==> config.mk <==
export PLATFORM = sky130hd
export DESIGN_NAME = vc_iterative_divider
export DESIGN_NICKNAME = d
export VERILOG_FILES = /design/src/rtl/vc_iterative_divider_pkg.sv /design/src/rtl/vc_div_step.sv /design/src/rtl/vc_iterative_divider.sv
export SDC_FILE = /design/constraint.sdc
export NUM_CORES = 1
export LEC_CHECK = 0
export ABC_AREA = 0
export CORE_ASPECT_RATIO = 1.4
export CORE_MARGIN = 4
export CORE_UTILIZATION = 40
export CTS_CLUSTER_DIAMETER = 60
export DETAILED_ROUTE_END_ITERATION = 10
export MAX_ROUTING_LAYER = met4
export REMOVE_ABC_BUFFERS = 1
export SYNTH_ARGS = -nofsm -noshare
export SYNTH_HDL_FRONTEND = slang
export SYNTH_SLANG_ARGS = --single-unit
==> constraint.sdc <==
create_clock -name clk -period 4.2 [get_ports clk]
set_input_delay 0.84 -clock clk [delete_from_list [all_inputs] [get_ports clk]]
set_output_delay 0.84 -clock clk [all_outputs]
set_load 0.005 [all_outputs]
==> src/rtl/vc_iterative_divider_pkg.sv <==
// Shared definitions for the iterative divider: FSM states and counter sizing.
package vc_iterative_divider_pkg;

    typedef enum logic [1:0] {
        IDLE = 2'd0,
        CALC = 2'd1,
        DONE = 2'd2
    } state_t;

    // Counter must reach nbits inclusive (nbits steps plus the sign-fixup cycle)
    function automatic int cnt_width(input int nbits);
        return $clog2(nbits + 1);
    endfunction

endpackage

==> src/rtl/vc_div_step.sv <==
// One restoring-division step: shift in the next dividend bit, trial-subtract the divisor.
module vc_div_step #(
    parameter int p_nbits = 32
) (
    input  logic [p_nbits:0]   rem,
    input  logic [p_nbits-1:0] divisor,
    input  logic               next_bit,
    output logic [p_nbits:0]   new_rem,
    output logic               qbit
);

    logic [p_nbits+1:0] shifted;
    logic [p_nbits+1:0] diff;

    // One extra bit so the trial difference carries its own sign
    always_comb begin
        shifted = {rem, next_bit};
        diff    = shifted - {2'b00, divisor};
        qbit    = ~diff[p_nbits+1];
        new_rem = qbit ? diff[p_nbits:0] : shifted[p_nbits:0];
    end

endmodule

==> src/rtl/vc_iterative_divider.sv <==
// Multi-cycle signed/unsigned divider with val/rdy handshakes and a domain tag.
module vc_iterative_divider
    import vc_iterative_divider_pkg::*;
#(
    parameter int p_nbits = 32
) (
    input  logic               clk,
    input  logic               reset_n,
    input  logic               req_val,
    output logic               req_rdy,
    input  logic               req_domain,
    input  logic               req_signed,
    input  logic [p_nbits-1:0] req_a,
    input  logic [p_nbits-1:0] req_b,
    output logic               resp_val,
    input  logic               resp_rdy,
    output logic               resp_domain,
    output logic [p_nbits-1:0] resp_quot,
    output logic [p_nbits-1:0] resp_rem
);

    localparam int CW = cnt_width(p_nbits);
    localparam logic [CW-1:0] LAST = CW'(p_nbits);

    state_t             state, next_state;
    logic [CW-1:0]      cnt_q;
    logic [p_nbits:0]   rem_q;
    logic [p_nbits-1:0] dvd_q;
    logic [p_nbits-1:0] div_q;
    logic               neg_q;
    logic               neg_r;
    logic               dbz_q;
    logic               a_neg;
    logic               b_neg;
    logic               accept;
    logic [p_nbits:0]   step_rem;
    logic               step_q;

    assign a_neg  = req_signed & req_a[p_nbits-1];
    assign b_neg  = req_signed & req_b[p_nbits-1];
    assign accept = req_val & req_rdy;

    vc_div_step #(.p_nbits(p_nbits)) u_step (
        .rem      (rem_q),
        .divisor  (div_q),
        .next_bit (dvd_q[p_nbits-1]),
        .new_rem  (step_rem),
        .qbit     (step_q)
    );

    always_ff @(posedge clk or negedge reset_n) begin
        if (!reset_n) state <= IDLE;
        else          state <= next_state;
    end

    always_comb begin
        next_state = state;
        req_rdy    = 1'b0;
        resp_val   = 1'b0;
        case (state)
            IDLE: begin
                req_rdy = 1'b1;
                if (req_val) next_state = CALC;
            end
            CALC: if (cnt_q == LAST) next_state = DONE;
            DONE: begin
                resp_val = 1'b1;
                if (resp_rdy) next_state = IDLE;
            end
            default: next_state = IDLE;
        endcase
    end

    // Dividend register doubles as quotient register: quotient bits shift in from the bottom.
    // The cycle after the last step applies signs; a zero divisor keeps the all-ones quotient.
    always_ff @(posedge clk or negedge reset_n) begin
        if (!reset_n) begin
            cnt_q       <= '0;
            rem_q       <= '0;
            dvd_q       <= '0;
            div_q       <= '0;
            neg_q       <= 1'b0;
            neg_r       <= 1'b0;
            dbz_q       <= 1'b0;
            resp_domain <= 1'b0;
            resp_quot   <= '0;
            resp_rem    <= '0;
        end else if (state == IDLE) begin
            if (accept) begin
                cnt_q       <= '0;
                rem_q       <= '0;
                dvd_q       <= a_neg ? -req_a : req_a;
                div_q       <= b_neg ? -req_b : req_b;
                neg_q       <= a_neg ^ b_neg;
                neg_r       <= a_neg;
                dbz_q       <= (req_b == '0);
                resp_domain <= req_domain;
            end
        end else if (state == CALC) begin
            if (cnt_q == LAST) begin
                resp_quot <= (neg_q && !dbz_q) ? -dvd_q : dvd_q;
                resp_rem  <= neg_r ? -rem_q[p_nbits-1:0] : rem_q[p_nbits-1:0];
            end else begin
                rem_q <= step_rem;
                dvd_q <= {dvd_q[p_nbits-2:0], step_q};
                cnt_q <= cnt_q + 1'b1;
            end
        end
    end

endmodule

==> results of run 1 <==
## logic make-up after synthesis
group / after synthesis / synth area share (%)
AND/OR/NAND/NOR: 426 / 17.6
buffers and inverters: 121 / 4.11
adder cells (fa/ha/maj): 39 / 4.43
AO/OA/AOI/OAI: 413 / 21.4
multiplexers: 26 / 2.33
flip-flops: 173 / 38.7
XOR/XNOR: 146 / 11.4
## routing by layer
layer / vias to the layer above / global-route usage, % / routed length, um
li1: 4926 / - / -
met3: 47 / 3.29 / 954
met2: 208 / 36.2 / 15400
met4: 0 / 7.29 / 773
met5: - / - / 0
met1: 4598 / 24.0 / 12600
## where the power goes
part	leakage, nW	internal, mW	switching [mW]
clock network	0.278	0.921	0.677
logic	3.15	3.01	3.65
registers	2.21	2.43	0.755
## stage by stage
step,hold slack (ps),utilization (%)
after global placement,460,47.0
after global routing,500,49.1
after CTS,484,49.1
after detailed placement,469,47.0
after floorplan,450,-
final,476,49.1
## worst max-delay path by stage
stage,to,slack (ps),cells past startpoint
6_report,rem_q[30]$_DFFE_PN0P_,750,13
5_1_grt,dvd_q[30]$_DFFE_PN0P_,430,10
4_1_cts,rem_q[30]$_DFFE_PN0P_,750,13
3_5_place_dp,dvd_q[28]$_DFFE_PN0P_,350,9
3_3_place_gp,dvd_q[28]$_DFFE_PN0P_,390,9
2_1_floorplan,dvd_q[24]$_DFFE_PN0P_,-870,8
## final cells by class
| class | instances | area (sq um) |
|---|---|---|
| clock buffers | 22 | 474 |
| clock inverters | 10 | 114 |
| fillers | 2763 | 14000 |
| inverters | 58 | 218 |
| multi-input cells | 1050 | 6420 |
| flip-flops and latches | 173 | 4330 |
| well taps | 370 | 463 |
| repair buffers | 153 | 1530 |
## state kept, by name, indices dropped and copies added, names as in the netlist, 2 cells and up
signal and flops:
rem_q 33, cnt_q 6, resp_quot 32, dvd_q 32, state 2, div_q 32
resp_rem 32
## worst max-delay path: stages, from the launching register on
cell and delay [ps]:
dfrtp_1 360, inv_1 150, ha_1 190, inv_1 50, fa_1 430, a211oi_1 290, o211ai_1 180, a221oi_1 350
buf_4 200, or4_1 120, a21boi_0 160, or4_1 500, o2111a_1 150, o31ai_1 220
## Yosys cell counts (7+ instances only)
cell      count  area [sq um]
a21o_1       10          75.1
a21oi_1      91           455
a31oi_1       7          43.8
and2_1       11          68.8
and3_1        7          43.8
clkbuf_1     55           206
dfrtp_1     173          4330
ha_1         38           475
inv_1        58           218
mux2i_1      26           260
nand2_1     221           830
nand2b_1      9          56.3
nand3_1      15          75.1
nor2_1       78           293
nor3_1       19          95.1
nor4_1       10          62.6
o211ai_1     11          82.6
o21ai_0     197           986
o21ai_1      14          70.1
o31ai_1      24           180
o41ai_1       9          78.8
or3_1        15          93.8
or4_1        12          90.1
xnor2_1      65           569
xor2_1       81           709
==> flow_summary.ini, run 1 <==
[sta]
max-slew-margin-rel_pct = 27.9
min_period_ps = 3450
fmax_mhz = 290
finalSetupTns_ps = 0
finalWorstSetupSlack_ps = 753
finClkSkew_ps = 6.07
rsz0062_at_grt = no
fin_crit_sh_pct = 82.1
hold_viol_final = 0
worst_pin_slew_ps = 1080
slew_viol_final = 0
setup_viol = 0

[critical_path]
regToRegSetupSlack_ps = 750
reg2reg_to = rem_q[30]$_DFFE_PN0P_
critPathKind = reg -> reg
crit_start = dvd_q[31]$_DFFE_PN0P_
r2r-start = dvd_q[31]$_DFFE_PN0P_
crit_path_end_kind = flip-flop
rr_worst_depth = 13
path_max_fanout = 4
worst_setup_path_start_kind = flip-flop
required_ps = 4540
arrival_ps = 3790

[routing]
drt_iter0_drc = 525
drtAntennaViolNets = 0
drc = 0
drt-total-wl_um = 29800
vias_per_cell = 5.33
via_count = 9779
wl_per_cell_um = 16.2
drt-pass1-iter-count = 5

[job]
cap_violations = 0

[power_and_ir_drop]
peakVddDrop_uv = 497
power_leakage_nw = 5.63
power_density_nw_per_um2 = 845
power.total_mw = 11.4

[placement]
dpl.cell_count = 1804
place_ws_ps = 345
place_area_sq_um = 13000
gp_congestion = 0.895
io_buffers = 136
hpwl_um = 22000

[global_routing]
grt_pass1_vias = 9802
grt_use_total_pct = 20.6
grt_max_degree = 130
grt_pass1_wl_um = 49500
overflow = 0
grt_antenna_before_repair = 0

[clock_tree]
htree_levels = 4
holdBufCountCts = 0
postCtsSetupRepairBufs = 0
worstSkewPairLatency_ps = 440
clk_pin_slew_ps = 70
cts_buffers = 17
ctsResizeCount = 0
cts-root-buf = clkbuf_16
cts_tree = built
clockBufferDepth = 2
cts_sinks = 173

[die]
die_y_um = 206
coreArea_sq_um = 27600
dieArea_sq_um = 30700
io_pins = 137
start_util_pct = 40.6
die_w_um = 149
rows = 72

[synth]
synth_cell_types = 64
yosysSeqAreaShare_pct = 38.7
synth-edff-count = 0
yosys_register_bits = 173
ys.warnings.count = 0
avgSynthCellArea_sq_um = 8.32
synthCells = 1344
synthArstFlopShare_pct = 100
synth_area_sq_um = 11200
synth_top_flop_cell = dfrtp_1

[cells_and_area]
antenna_cells = 0
design_area_sq_um = 13500
final_common_cell = nand2_1
final_cell_mix = 220 x nand2_1, 197 x o21ai_0, 173 x dfrtp_1, 135 x clkdlybuf4s50_1, 91 x a21oi_1
drive_gt1_share_pct = 4.37
final_cells = 1836
synthToLayoutAreaGrowth_pct = 21.1
finalNetCount = 1562

[worst_hold_path]
min_path_type = in -> async

[status]
status = finished, final reports clean
Power figures use the tool's default switching activity.
==> inputs of run 2 (changes only) <==
clock period = 3.5 ns   (was 4.2 ns; I/O delays follow)
==> run 2 against run 1 <==
Flip-flop and latch count stayed put. Final cell count is 1.1% higher. First-iteration DRC count is 14% lower. Highest routed layer unchanged. Die area stayed put. Worst hold slack worse by 270 ps. Worst setup slack worse by 450 ps. Clock skew is 4.6 ps higher. Largest power group unchanged. Combinational power is 26% higher. Maximum frequency is 7.9% higher.
==> flow_summary.ini, run 2 (synthesis gave the netlist of run 1 again) <==
[status]
status = finished, final reports clean

[power_and_ir_drop]
power_leakage_nw = 5.76
power.total_mw = 14.1
peakVddDrop_uv = 432
power_density_nw_per_um2 = 1030

[critical_path]
path_max_fanout = 4
rr_worst_depth = 13
arrival_ps = 3540
required_ps = 3840
critPathKind = reg -> reg
crit_path_end_kind = flip-flop
worst_setup_path_start_kind = flip-flop

[routing]
vias_per_cell = 5.27
drt-total-wl_um = 31000
drc = 0
drt-pass1-iter-count = 5
wl_per_cell_um = 16.7
via_count = 9784
drtAntennaViolNets = 0
drt_iter0_drc = 450

[cells_and_area]
synthToLayoutAreaGrowth_pct = 22.9
final_common_cell = nand2_1
final_cell_mix = 220 x nand2_1, 197 x o21ai_0, 173 x dfrtp_1, 135 x clkdlybuf4s50_1, 91 x a21oi_1
antenna_cells = 0
finalNetCount = 1583
design_area_sq_um = 13800
final_core_util_pct = 49.9
drive_gt1_share_pct = 5.92
max_flop_register = rem_q
largest_reg_flops = 33

[global_routing]
grt_max_degree = 130
grt_pass1_vias = 9932
grt_antenna_before_repair = 0
overflow = 0
grt_use_total_pct = 21.2
grt_pass1_wl_um = 50400

[clock_tree]
clockBufferDepth = 2
cts_sinks = 173
cts-root-buf = clkbuf_16
cts_tree = built
postCtsSetupRepairBufs = 0
worstSkewPairLatency_ps = 440
ctsResizeCount = 0
holdBufCountCts = 0
clk_pin_slew_ps = 70
cts_buffers = 17
htree_levels = 4

[sta]
rsz0062_at_grt = no
finClkSkew_ps = 10.6
min_period_ps = 3200
fmax_mhz = 313
fin_crit_sh_pct = 91.3
setup_viol = 0
max-slew-margin-rel_pct = 27.1
hold_viol_final = 0
slew_viol_final = 0
finalWorstSetupSlack_ps = 304
hold_ws_ps = 208
worst_pin_slew_ps = 1090

[die]
start_util_pct = 40.6
coreArea_sq_um = 27600
dieArea_sq_um = 30700
io_pins = 137
die_y_um = 206
rows = 72
die_w_um = 149

[placement]
place_area_sq_um = 13200
gp_congestion = 0.875
place_ws_ps = 74.6
io_buffers = 136
hpwl_um = 23100

[worst_hold_path]
min_path_type = in -> async

[job]
cap_violations = 0
==> run 2: cell types whose count changed in the layout (fill, tap and decap cells not counted) <==
cell,previous run,this run
clkbuf_8,3,2
buf_4,14,32
a211oi_2,0,1
a211oi_1,3,2
inv_6,0,1
clkinvlp_4,4,3
clkbuf_1,2,0
clkinv_4,1,4
buf_12,3,6
==> run 2: area by class of cell <==
class	count	area, sq um
clock inverters	13	141
flip-flops and latches	173	4330
fillers	2708	13800
well taps	370	463
inverters	58	218
multi-input cells	1050	6420
clock buffers	19	453
repair buffers	174	1720
==> run 2: critical path: stages, from the launching register on <==
cell and delay, ps:
dfrtp_1 360, inv_1 70, ha_1 160, inv_1 50, fa_1 440, a211oi_2 290
o211ai_1 170, a221oi_1 300, buf_4 190, or4_1 110, a21boi_0 120, or4_1 490
o2111a_1 130, o31ai_1 210
==> run 2: power breakdown <==
part           total [mW]  switching, mW  internal [mW]
registers            3.80          0.886           2.92
clock network        1.94          0.847           1.09
logic                8.36           4.49           3.87
total                14.1           6.23           7.88
==> run 2: path summary, 6_finish.rpt <==
kind | from | endpoint | slack [ps]
max | dvd_q[31]$_DFFE_PN0P_ | rem_q[30]$_DFFE_PN0P_ | 300
min reg2reg | resp_rem[21]$_DFFE_PN0P_ | resp_rem[21]$_DFFE_PN0P_ | 480
max in group asynchronous | reset_n | dvd_q[11]$_DFFE_PN0P_ | 2360
min | reset_n | resp_rem[30]$_DFFE_PN0P_ | 210
min in group clk | resp_rem[21]$_DFFE_PN0P_ | resp_rem[21]$_DFFE_PN0P_ | 480
max reg2reg | dvd_q[31]$_DFFE_PN0P_ | rem_q[30]$_DFFE_PN0P_ | 300
==> run 2: through the flow <==
stage / std cells / TNS, ps
finish: 1857 / 0
CTS: 1857 / 0
global route: 1857 / 0
floorplan: 1281 / -62970
detailed placement: 1825 / 0
global placement: 1825 / 0
==> run 2: layer usage <==
metal	vias up	GRT usage, %	part of all wire [%]
met1	4596	24.1	42
met4	0	6.80	2.5
met5	-	-	0
met3	39	2.83	3.2
met2	190	38.5	53
li1	4959	-	-
==> edit, RTL diff (flow settings as in run 1) <==
`p_nbits` is set to 32 in 2 places; all go to 16.
--- a/src/rtl/vc_div_step.sv
+++ b/src/rtl/vc_div_step.sv
@@ -1,6 +1,6 @@
 // One restoring-division step: shift in the next dividend bit, trial-subtract the divisor.
 module vc_div_step #(
-    parameter int p_nbits = 32
+    parameter int p_nbits = 16
 ) (
     input  logic [p_nbits:0]   rem,
     input  logic [p_nbits-1:0] divisor,
--- a/src/rtl/vc_iterative_divider.sv
+++ b/src/rtl/vc_iterative_divider.sv
@@ -2,7 +2,7 @@
 module vc_iterative_divider
     import vc_iterative_divider_pkg::*;
 #(
-    parameter int p_nbits = 32
+    parameter int p_nbits = 16
 ) (
     input  logic               clk,
     input  logic               reset_n,
Interface: changed (resized req_a, req_b, resp_quot and resp_rem); port bits go from 137 to 73. The function was not compared with the original's and may differ.
==> edit against run 1 <==
- first-iteration DRC count fell by 50%
- synthesized cell count is 50% lower
- design area decreased by 48%
- setup slack better by 0.51 ns
- worst hold slack worse by 0.076 ns
- critical path depth is 4 lower
- fmax is 17% higher
- sequential power fell by 45%
- final cell count decreased by 50%
- power down 47%
- wire length down 54%
- clock skew is 0.0023 ns higher
- sequential cell count shrank 81
- synthesized area fell by 48%
- critical path type unchanged
- largest power group unchanged
==> edit: results (changes against run 1) <==
{| class="wikitable"
! Metric !! Value
|-
| Result of the run || completed (unchanged)
|-
| Fraction of layout instances using a drive strength above 1 || 4.22% (was 4.37%)
|-
| Share of the yosys chip area belonging to registers || 39.9% (was 38.7%)
|-
| Worst clock skew || 0.00841 ns (was 0.00607 ns)
|-
| Detailed Routing Iterations Pass 1 || 4 (was 5)
|-
| Relative slew margins || 35.9% (was 27.9%)
|-
| Half-perimeter wire length after placement || 10600 µm (was 22000 µm)
|-
| Top cells by count, synth || 118 x sky130_fd_sc_hd__nand2_1, 92 x sky130_fd_sc_hd__dfrtp_1, 62 x sky130_fd_sc_hd__o21ai_0, 42 x sky130_fd_sc_hd__o21ai_1, 39 x sky130_fd_sc_hd__xor2_1 (was 221 x sky130_fd_sc_hd__nand2_1, 197 x sky130_fd_sc_hd__o21ai_0, 173 x sky130_fd_sc_hd__dfrtp_1, 91 x sky130_fd_sc_hd__a21oi_1, 81 x sky130_fd_sc_hd__xor2_1)
|-
| First-pass GRT wire length || 22400 µm (was 49500 µm)
|-
| NetSw || 2.55 mW (was 5.09 mW)
|-
| Number of CTS-inserted buffers || 9 (was 17)
|-
| Data arrival, critical path || 3.17 ns (was 3.79 ns)
|-
| Max rail drop VDD || 297 µV (was 497 µV)
|-
| Clock insertion delay at the later pin of the skew report || 0.34 ns (was 0.44 ns)
|-
| Vias per std cell || 5.17 (was 5.33)
|-
| P_leak || 2.99 nW (was 5.63 nW)
|-
| Count of different cell masters after synthesis || 55 (was 64)
|-
| Pin count of the biggest net entering global routing || 66 (was 130)
|-
| # nets final || 792 (was 1562)
|-
| Aggregate global-route resource usage || 17.6% (was 20.6%)
|-
| Weighted congestion at the end of routability-driven global placement || 0.875 (was 0.895)
|-
| Top area cells in the synthesized netlist || sky130_fd_sc_hd__dfrtp_1 40%, sky130_fd_sc_hd__nand2_1 7.7%, sky130_fd_sc_hd__xor2_1 5.9% (was sky130_fd_sc_hd__dfrtp_1 39%, sky130_fd_sc_hd__o21ai_0 8.8%, sky130_fd_sc_hd__nand2_1 7.4%)
|-
| Number of H-tree levels || 3 (was 4)
|-
| PortBufs || 72 (was 136)
|-
| Initial DRC Count || 263 (was 525)
|-
| Worst-case reg-to-reg path depth || 9 (was 13)
|-
| Power per unit of standard cell area || 873 nW/µm² (was 845 nW/µm²)
|-
| Logic power comb || 3.37 mW (was 6.66 mW)
|-
| Vias in the first global route || 4641 (was 9802)
|-
| Largest fanout on the critical path || 17 (was 4)
|}
==> edit: worst max-delay path, cell delays in order, from the launching register on <==
cell                      delay (ns)
sky130_fd_sc_hd__dfrtp_1        0.46
sky130_fd_sc_hd__ha_1           0.41
sky130_fd_sc_hd__and3_1         0.23
sky130_fd_sc_hd__nand4_1        0.10
sky130_fd_sc_hd__a21o_1         0.24
sky130_fd_sc_hd__a31oi_1        0.23
sky130_fd_sc_hd__nor3_2         0.10
sky130_fd_sc_hd__xnor2_4        0.63
sky130_fd_sc_hd__mux2i_1        0.22
sky130_fd_sc_hd__a21o_1         0.22
==> edit: final timing paths <==
path	slack, ns	startpoint	to
setup / recovery	1.26	rem_q[8]$_DFFE_PN0P_	rem_q[0]$_DFFE_PN0P_
hold / removal	0.40	reset_n	resp_quot[14]$_DFFE_PN0P_
setup reg to reg	1.26	rem_q[8]$_DFFE_PN0P_	rem_q[0]$_DFFE_PN0P_
hold reg to reg	0.48	resp_domain$_DFFE_PN0P_	resp_domain$_DFFE_PN0P_
max in group asynchronous	2.98	reset_n	rem_q[1]$_DFFE_PN0P_
min in group clk	0.48	resp_domain$_DFFE_PN0P_	resp_domain$_DFFE_PN0P_
==> edit: cells by family (layout without fill, tap and decap cells) <==
| family | count (synthesis) | in the layout | synth area share (%) |
|---|---|---|---|
| XOR/XNOR | 74 | 74 | 11.6 |
| adder cells (fa/ha/maj) | 23 | 23 | 5.12 |
| AND/OR/NAND/NOR | 221 | 221 | 17.2 |
| buffers and inverters | 64 | 128 | 4.62 |
| AO/OA/AOI/OAI | 176 | 176 | 17.9 |
| flip-flops | 92 | 92 | 39.9 |
| multiplexers | 21 | 21 | 3.65 |
==> edit: stage by stage <==
| step | hold WS, ns | setup slack, ns | cells | instance area [µm²] |
|---|---|---|---|---|
| after CTS | 0.408 | 1.26 | 920 | 6990 |
| final | 0.400 | 1.26 | 920 | 6990 |
| after global placement | 0.460 | 1.27 | 905 | 6640 |
| after global routing | 0.422 | 1.11 | 920 | 6990 |
| after floorplan | 0.450 | 1.35 | 641 | 5630 |
| after detailed placement | 0.466 | 1.26 | 905 | 6640 |
==> edit: cell type report <==
| class | instances | area (µm²) |
|---|---|---|
| clock buffer | 10 | 229 |
| clock inverter | 5 | 125 |
| fill | 1351 | 7050 |
| inverter | 34 | 128 |
| multi-input combinational | 515 | 3200 |
| sequential | 92 | 2300 |
| tap | 185 | 231 |
| timing repair buffer | 79 | 771 |
==> edit: layer usage <==
layer,vias to the layer above,track usage (%),part of all wire [%]
li1,2434,-,-
met1,2230,20.4,43
met2,81,31.7,53
met3,13,2.46,3.3
met4,0,4.55,1.1
met5,-,-,0
